`src/rtl/lsq_queue.sv`:
```
`default_nettype none
// -----------------------------------------------------------------------------
// lsq_queue : in-order load/store queue feeding the data memory stage.
// Revision  : 1.0
// -----------------------------------------------------------------------------
module lsq_queue #(
    parameter int DEPTH  = 8,
    parameter int TAG_W  = 5,
    parameter int PREG_W = 7
) (
    input  logic              clk,
    input  logic              reset,
    input  logic              disp_valid_i,
    input  logic              disp_is_store_i,
    input  logic [2:0]        disp_func3_i,
    input  logic [PREG_W-1:0] disp_pd_i,
    input  logic [TAG_W-1:0]  disp_rob_tag_i,
    input  logic [31:0]       disp_pc_i,
    output logic              lsq_full_o,
    input  logic              agu_valid_i,
    input  logic [TAG_W-1:0]  agu_rob_tag_i,
    input  logic [31:0]       agu_addr_i,
    input  logic [31:0]       agu_data_i,
    input  logic              commit_valid_i,
    input  logic [TAG_W-1:0]  commit_rob_tag_i,
    input  logic              flush_i,
    input  logic              mem_load_ready_i,
    output logic              store_wb_o,
    output logic [31:0]       st_addr_o,
    output logic [31:0]       st_data_o,
    output logic              st_sw_sh_o,
    output logic              load_mem_o,
    output logic [31:0]       ld_addr_o,
    output logic [2:0]        ld_func3_o,
    output logic [PREG_W-1:0] ld_pd_o,
    output logic [TAG_W-1:0]  ld_rob_tag_o,
    output logic [31:0]       ld_pc_o,
    output logic              lsq_err_o
);
    localparam int                 c_PTR_W = $clog2(DEPTH);
    localparam logic [c_PTR_W:0]   c_FULL  = (c_PTR_W+1)'(DEPTH);

    logic [DEPTH-1:0]   valid_q, valid_d, is_store_q, is_store_d;
    logic [DEPTH-1:0]   addr_ok_q, addr_ok_d, committed_q, committed_d;
    logic [31:0]        addr_q [DEPTH];
    logic [31:0]        data_q [DEPTH];
    logic [31:0]        pc_q   [DEPTH];
    logic [2:0]         func3_q[DEPTH];
    logic [PREG_W-1:0]  pd_q   [DEPTH];
    logic [TAG_W-1:0]   tag_q  [DEPTH];
    logic [c_PTR_W-1:0] head_q, head_d, tail_q, tail_d;
    logic [c_PTR_W:0]   count_q, count_d;

    logic               w_h_store, w_st_ok, w_ld_ok, w_f3_ok;
    logic               w_pop, w_pop_ok, w_push;
    logic [2:0]         w_h_f3;
    logic [c_PTR_W:0]   w_keep_n;
    logic [DEPTH-1:0]   w_agu_hit;

    assign w_h_store = is_store_q[head_q];
    assign w_h_f3    = func3_q[head_q];
    assign w_st_ok   = valid_q[head_q] & w_h_store & addr_ok_q[head_q] & committed_q[head_q];
    // A load at head is uncommitted, so a flush squashes it rather than issuing it.
    assign w_ld_ok   = valid_q[head_q] & ~w_h_store & addr_ok_q[head_q] & mem_load_ready_i & ~flush_i;
    assign w_f3_ok   = w_h_store ? (w_h_f3 == 3'b010 || w_h_f3 == 3'b001)
                                 : (w_h_f3 == 3'b010 || w_h_f3 == 3'b100);
    assign w_pop     = w_st_ok | w_ld_ok;
    assign w_pop_ok  = w_pop & w_f3_ok;
    assign w_push    = disp_valid_i & (count_q != c_FULL) & ~flush_i;

    // Length of the run of committed stores starting at head; these survive a flush.
    always_comb begin
        logic               run;
        logic [c_PTR_W-1:0] idx;
        run      = 1'b1;
        w_keep_n = '0;
        for (int i = 0; i < DEPTH; i++) begin
            idx = head_q + c_PTR_W'(i);
            if (run && valid_q[idx] && is_store_q[idx] && committed_q[idx])
                w_keep_n = w_keep_n + (c_PTR_W+1)'(1);
            else
                run = 1'b0;
        end
    end

    always_comb begin
        valid_d     = valid_q;
        is_store_d  = is_store_q;
        addr_ok_d   = addr_ok_q;
        committed_d = committed_q;
        w_agu_hit   = '0;
        for (int i = 0; i < DEPTH; i++) begin
            w_agu_hit[i] = agu_valid_i && valid_q[i] && (tag_q[i] == agu_rob_tag_i);
            if (w_agu_hit[i])
                addr_ok_d[i] = 1'b1;
            if (commit_valid_i && valid_q[i] && is_store_q[i] && (tag_q[i] == commit_rob_tag_i))
                committed_d[i] = 1'b1;
            if (flush_i && ({1'b0, c_PTR_W'(i) - head_q} >= w_keep_n))
                valid_d[i] = 1'b0;
        end
        if (w_pop)
            valid_d[head_q] = 1'b0;
        if (w_push) begin
            valid_d[tail_q]     = 1'b1;
            is_store_d[tail_q]  = disp_is_store_i;
            addr_ok_d[tail_q]   = 1'b0;
            committed_d[tail_q] = 1'b0;
        end
        head_d = head_q + c_PTR_W'(w_pop);
        if (flush_i) begin
            tail_d  = head_q + w_keep_n[c_PTR_W-1:0];
            count_d = w_keep_n - (c_PTR_W+1)'(w_pop);
        end else begin
            tail_d  = tail_q + c_PTR_W'(w_push);
            count_d = count_q + (c_PTR_W+1)'(w_push) - (c_PTR_W+1)'(w_pop);
        end
    end

    // Payload storage needs no reset: it is only read through a valid entry.
    always_ff @(posedge clk) begin
        if (w_push) begin
            func3_q[tail_q] <= disp_func3_i;
            pd_q[tail_q]    <= disp_pd_i;
            tag_q[tail_q]   <= disp_rob_tag_i;
            pc_q[tail_q]    <= disp_pc_i;
        end
        for (int i = 0; i < DEPTH; i++) begin
            if (w_agu_hit[i]) begin
                addr_q[i] <= agu_addr_i;
                data_q[i] <= agu_data_i;
            end
        end
    end

    always_ff @(posedge clk or posedge reset) begin
        if (reset) begin
            valid_q      <= '0;
            is_store_q   <= '0;
            addr_ok_q    <= '0;
            committed_q  <= '0;
            head_q       <= '0;
            tail_q       <= '0;
            count_q      <= '0;
            lsq_full_o   <= 1'b0;
            store_wb_o   <= 1'b0;
            load_mem_o   <= 1'b0;
            lsq_err_o    <= 1'b0;
            st_addr_o    <= '0;
            st_data_o    <= '0;
            st_sw_sh_o   <= 1'b0;
            ld_addr_o    <= '0;
            ld_func3_o   <= '0;
            ld_pd_o      <= '0;
            ld_rob_tag_o <= '0;
            ld_pc_o      <= '0;
        end else begin
            valid_q     <= valid_d;
            is_store_q  <= is_store_d;
            addr_ok_q   <= addr_ok_d;
            committed_q <= committed_d;
            head_q      <= head_d;
            tail_q      <= tail_d;
            count_q     <= count_d;
            lsq_full_o  <= (count_d == c_FULL);
            store_wb_o  <= w_pop_ok & w_h_store;
            load_mem_o  <= w_pop_ok & ~w_h_store;
            lsq_err_o   <= w_pop & ~w_f3_ok;
            if (w_pop_ok && w_h_store) begin
                st_addr_o  <= addr_q[head_q];
                st_data_o  <= data_q[head_q];
                st_sw_sh_o <= (w_h_f3 == 3'b001);
            end
            if (w_pop_ok && !w_h_store) begin
                ld_addr_o    <= addr_q[head_q];
                ld_func3_o   <= w_h_f3;
                ld_pd_o      <= pd_q[head_q];
                ld_rob_tag_o <= tag_q[head_q];
                ld_pc_o      <= pc_q[head_q];
            end
        end
    end
endmodule
`default_nettype wire

```
`config.mk`:
```
export PLATFORM = sky130hd
export DESIGN_NAME = lsq_queue
export DESIGN_NICKNAME = d
export VERILOG_FILES = /design/src/rtl/lsq_queue.sv
export SDC_FILE = /design/constraint.sdc
export NUM_CORES = 1
export LEC_CHECK = 0
export CAP_MARGIN = 20
export CORE_UTILIZATION = 59
export DETAILED_ROUTE_END_ITERATION = 16
export HOLD_SLACK_MARGIN = 0.03
export PLACE_DENSITY = 0.8
export SLEW_MARGIN = 20
export SYNTH_ARGS = -nofsm -noshare
export SYNTH_HDL_FRONTEND = slang
export SYNTH_SLANG_ARGS = --single-unit
```
`constraint.sdc`:
```
create_clock -name clk -period 10.25 [get_ports clk]
set_input_delay 2.5625 -clock clk [delete_from_list [all_inputs] [get_ports clk]]
set_output_delay 2.5625 -clock clk [all_outputs]
set_load 0.05 [all_outputs]
```
==> load_flow_metrics.sql <==
INSERT INTO impl_metrics (metric_group, metric, value, unit) VALUES
('clock_tree', 'clock_tree.root_cell', 'clkbuf_16', ''),
('sta', 'hold_viol_final', '0', ''),
('logic_synthesis', 'syn_area', '42770', 'um^2'),
('sta', 'maxSlewViolCount', '0', ''),
('logic_synthesis', 'synthDominantCellAreaShare', '62.35', '%'),
('sta', 'tightest_slew', '1152', 'ps'),
('setup_path', 'path_buf_inv', '3', ''),
('logic_synthesis', 'post_synth.cell_area_avg', '18.46', 'um^2'),
('clock_tree', 'cts_inserted_buffers', '104', ''),
('clock_tree', 'postCtsSetupRepairBufs', '0', ''),
('die', 'die_footprint', '73570', 'um^2'),
('setup_path', 'ff2ff_setup_slack', '1730', 'ps'),
('setup_path', 'crit_path_dat', '9070', 'ps'),
('setup_path', 'worstSetupStartpointType', 'flop', ''),
('final_layout', 'area_delta_synth_final', '17.37', '%'),
('sta', 'setup_viol_count_final', '0', ''),
('setup_path', 'critical_path_class', 'reg2reg', ''),
('setup_path', 'rr_worst_depth', '29', ''),
('logic_synthesis', 'postSynthCellCount', '2317', ''),
('die', 'ios', '277', ''),
('power', 'power.density', '185.3', 'nW/um^2'),
('die', 'floorplan.die.height', '271.2', 'um'),
('setup_path', 'cp-end-kind', 'flop', ''),
('grt', 'grt_first_pass_wirelength', '149700', 'um'),
('final_layout', 'post_route_cells_drive_above_1_share', '17.64', '%'),
('grt', 'grt_pass1_vias', '24270', ''),
('grt', 'grt.total_usage', '27.51', '%'),
('grt', 'antenna_violations_before_repair', '19', ''),
('detailed_routing', 'route.detailed.drc', '0', ''),
('sta', 'max_clock_freq', '0.1174', 'GHz'),
('logic_synthesis', 'synthesis.nets', '2484', ''),
('die', 'initial_standard_cell_utilization_of_the_core', '59.72', '%'),
('grt', 'grt_remaining_overflow', '0', ''),
('clock_tree', 'clkSinkCount', '1078', ''),
('placed_design', 'gp_routability_congestion', '0.8724', ''),
('power', 'worst_ir_drop_vdd', '164.9', 'uV'),
('power', 'power.static_leakage', '17.25', 'nW'),
('detailed_routing', 'routedWlPerCell', '27.09', 'um'),
('sta', 'final.setup_skew', '51.46', 'ps'),
('die', 'core', '71610', 'um^2'),
('logic_synthesis', 'synth_seq_area_share', '73.47', '%'),
('hold_path', 'worstHoldPathCells', '2', ''),
('logic_synthesis', 'ys_top_cells_by_area', 'edfxtp_1 (62%), mux4_2 (12%), dfrtp_1 (11%)', ''),
('final_layout', 'final_net_count', '2781', ''),
('hold_path', 'destination_of_the_worst_hold_path', 'st_addr_o[20]', ''),
('detailed_routing', 'dr.first_iter.drc_count', '2280', ''),
('logic_synthesis', 'yosys.cell_types.count', '76', ''),
('sta', 'timing.final.crit_share', '83.11', '%'),
('run_status', 'status', 'finished clean', ''),
('clock_tree', 'maximum_level_of_the_cts_h_tree', '3', ''),
('logic_synthesis', 'synth_async_sr_flop_share', '17.63', '%'),
('clock_tree', 'post_cts_hold_buffer_count', '0', ''),
('clock_tree', 'cts_resized', '0', ''),
('setup_path', 'critical-path-max-stage-delay', '1040', 'ps'),
('setup_path', 'worstReg2RegEnd', 'valid_q[7]', ''),
('setup_path', 'critPathTopFamily', 'compound AO/OA/AOI/OAI gates', ''),
('die', 'fp.dieW', '271.2', 'um'),
('clock_tree', 'clock_tree.buffer_depth', '3', ''),
('die', 'std_cell_rows', '98', ''),
('sta', 'worst_slew_margin_rel', '23.17', '%'),
('logic_synthesis', 'ys.warnings.count', '0', ''),
('flow_run', 'timing.max_cap.violations', '0', ''),
('final_layout', 'layout.cells.most_common', 'edfxtp_1', ''),
('grt', 'maximum_number_of_pins_on_one_net_before_global_route_repair', '186', ''),
('logic_synthesis', 'synth-edff-count', '888', ''),
('setup_path', 'critPathMaxFanout', '56', ''),
('placed_design', 'placed_cell_area', '46670', 'um^2'),
('detailed_routing', 'via_count', '22840', ''),
('final_layout', 'layout.cells.most_common_list', 'edfxtp_1 (888), clkdlybuf4s50_1 (276), mux4_2 (233), nand2_1 (187), dfrtp_1 (187)', ''),
('clock_tree', 'worst_skew_pair.late_latency', '690', 'ps'),
('detailed_routing', 'route.detailed.vias_per_inst', '6.229', '');
-- cells by family (layout without fill, tap and decap cells) --
kind of cell	count (synthesis)	after routing	share of synthesized area, %
other	0	12	0
XOR/XNOR	95	95	1.978
adder cells (fa/ha/maj)	39	39	1.170
buffers and inverters	140	527	1.302
AO/OA/AOI/OAI	222	222	3.210
AND/OR/NAND/NOR	418	418	4.280
flip-flops	1078	1078	73.47
multiplexers	325	325	14.59
-- routing by layer --
metal | wire length [um] | vias up | track usage, %
met5 | 84 | - | 0
met4 | 3110 | 14 | 10.62
met3 | 7544 | 177 | 5.299
met2 | 50520 | 1009 | 45.93
met1 | 38050 | 11910 | 36.23
li1 | - | 9731 | -
-- where the power goes --
part / internal (W) / switching [W] / leakage (nW)
clock: 0.00223 / 0.00161 / 1.69
sequential: 0.00480 / 0.0000408 / 10.6
combinational: 0.000287 / 0.000329 / 4.93
-- state kept, by name (all words and copies together), names as in the netlist, 3 cells and up --
signal	count
addr_q	256
data_q	256
pc_q	256
pd_q	56
tag_q	40
ld_addr_o	32
ld_pc_o	32
st_addr_o	32
st_data_o	32
func3_q	24
addr_ok_q	8
committed_q	8
is_store_q	8
valid_q	8
ld_pd_o	7
ld_rob_tag_o	5
count_q	4
head_q	3
ld_func3_o	3
tail_q	3
-- cells in the mapped netlist (6+ instances only) --
| cell | n |
|---|---|
| clkbuf_1 | 83 |
| dfrtp_1 | 190 |
| o21ai_0 | 74 |
| nand2_1 | 187 |
| a31oi_1 | 52 |
| mux2_2 | 14 |
| nand2b_1 | 9 |
| a21oi_1 | 47 |
| nor3_1 | 10 |
| buf_1 | 24 |
| edfxtp_1 | 888 |
| nor2_1 | 140 |
| xor2_1 | 41 |
| nor2b_1 | 6 |
| inv_1 | 21 |
| nor4_1 | 10 |
| nand4_1 | 13 |
| nand3_1 | 15 |
| mux4_2 | 233 |
| ha_1 | 36 |
| xnor2_1 | 53 |
| mux2i_1 | 74 |
-- worst max-delay path by stage --
| stage | cells after the start | to | slack, ps | start |
|---|---|---|---|---|
| after floorplan | 1 | addr_ok_q[0] | 2520 | reset |
| after global placement | 30 | valid_q[7] | 1850 | head_q[1] |
| after detailed placement | 29 | valid_q[7] | 1760 | head_q[1] |
| after CTS | 29 | valid_q[7] | 1750 | head_q[1] |
| after global routing | 29 | valid_q[3] | 1110 | head_q[1] |
| final | 29 | valid_q[7] | 1730 | head_q[1] |
-- per-stage QoR --
| step | power [W] | utilization (%) | hold WS, ps | setup WS, ps | instances |
|---|---|---|---|---|---|
| after floorplan | 0.005334 | - | 460.8 | 2517 | 2317 |
| after global placement | 0.005529 | 65.14 | 461.1 | 1853 | 3456 |
| after detailed placement | 0.005548 | 65.17 | 470.1 | 1755 | 3457 |
| after CTS | 0.009342 | 70.01 | 484.0 | 1746 | 3653 |
| after global routing | 0.009561 | 70.09 | 511.2 | 1109 | 3665 |
| final | 0.009301 | 70.09 | 473.7 | 1732 | 3666 |
-- worst reg2reg max path: cells and delay by family, from the launching register on --
kind / cells / cell delay [ps]
mux: 1 / 230
flops: 1 / 1040
simple gates: 7 / 1690
fa+ha+maj: 7 / 2320
buf+inv: 3 / 450
compound gates: 10 / 2560
xor+xnor: 1 / 160
-- final cells by class --
class | count | area (um^2)
antenna | 12 | 30.03
clock buffer | 141 | 2883
clock inverter | 55 | 581.8
fill | 4320 | 21420
inverter | 24 | 102.6
multi-input combinational | 1099 | 10920
sequential | 1078 | 31430
tap | 950 | 1189
timing repair buffer | 307 | 3057
Power figures use the tool's default switching activity.
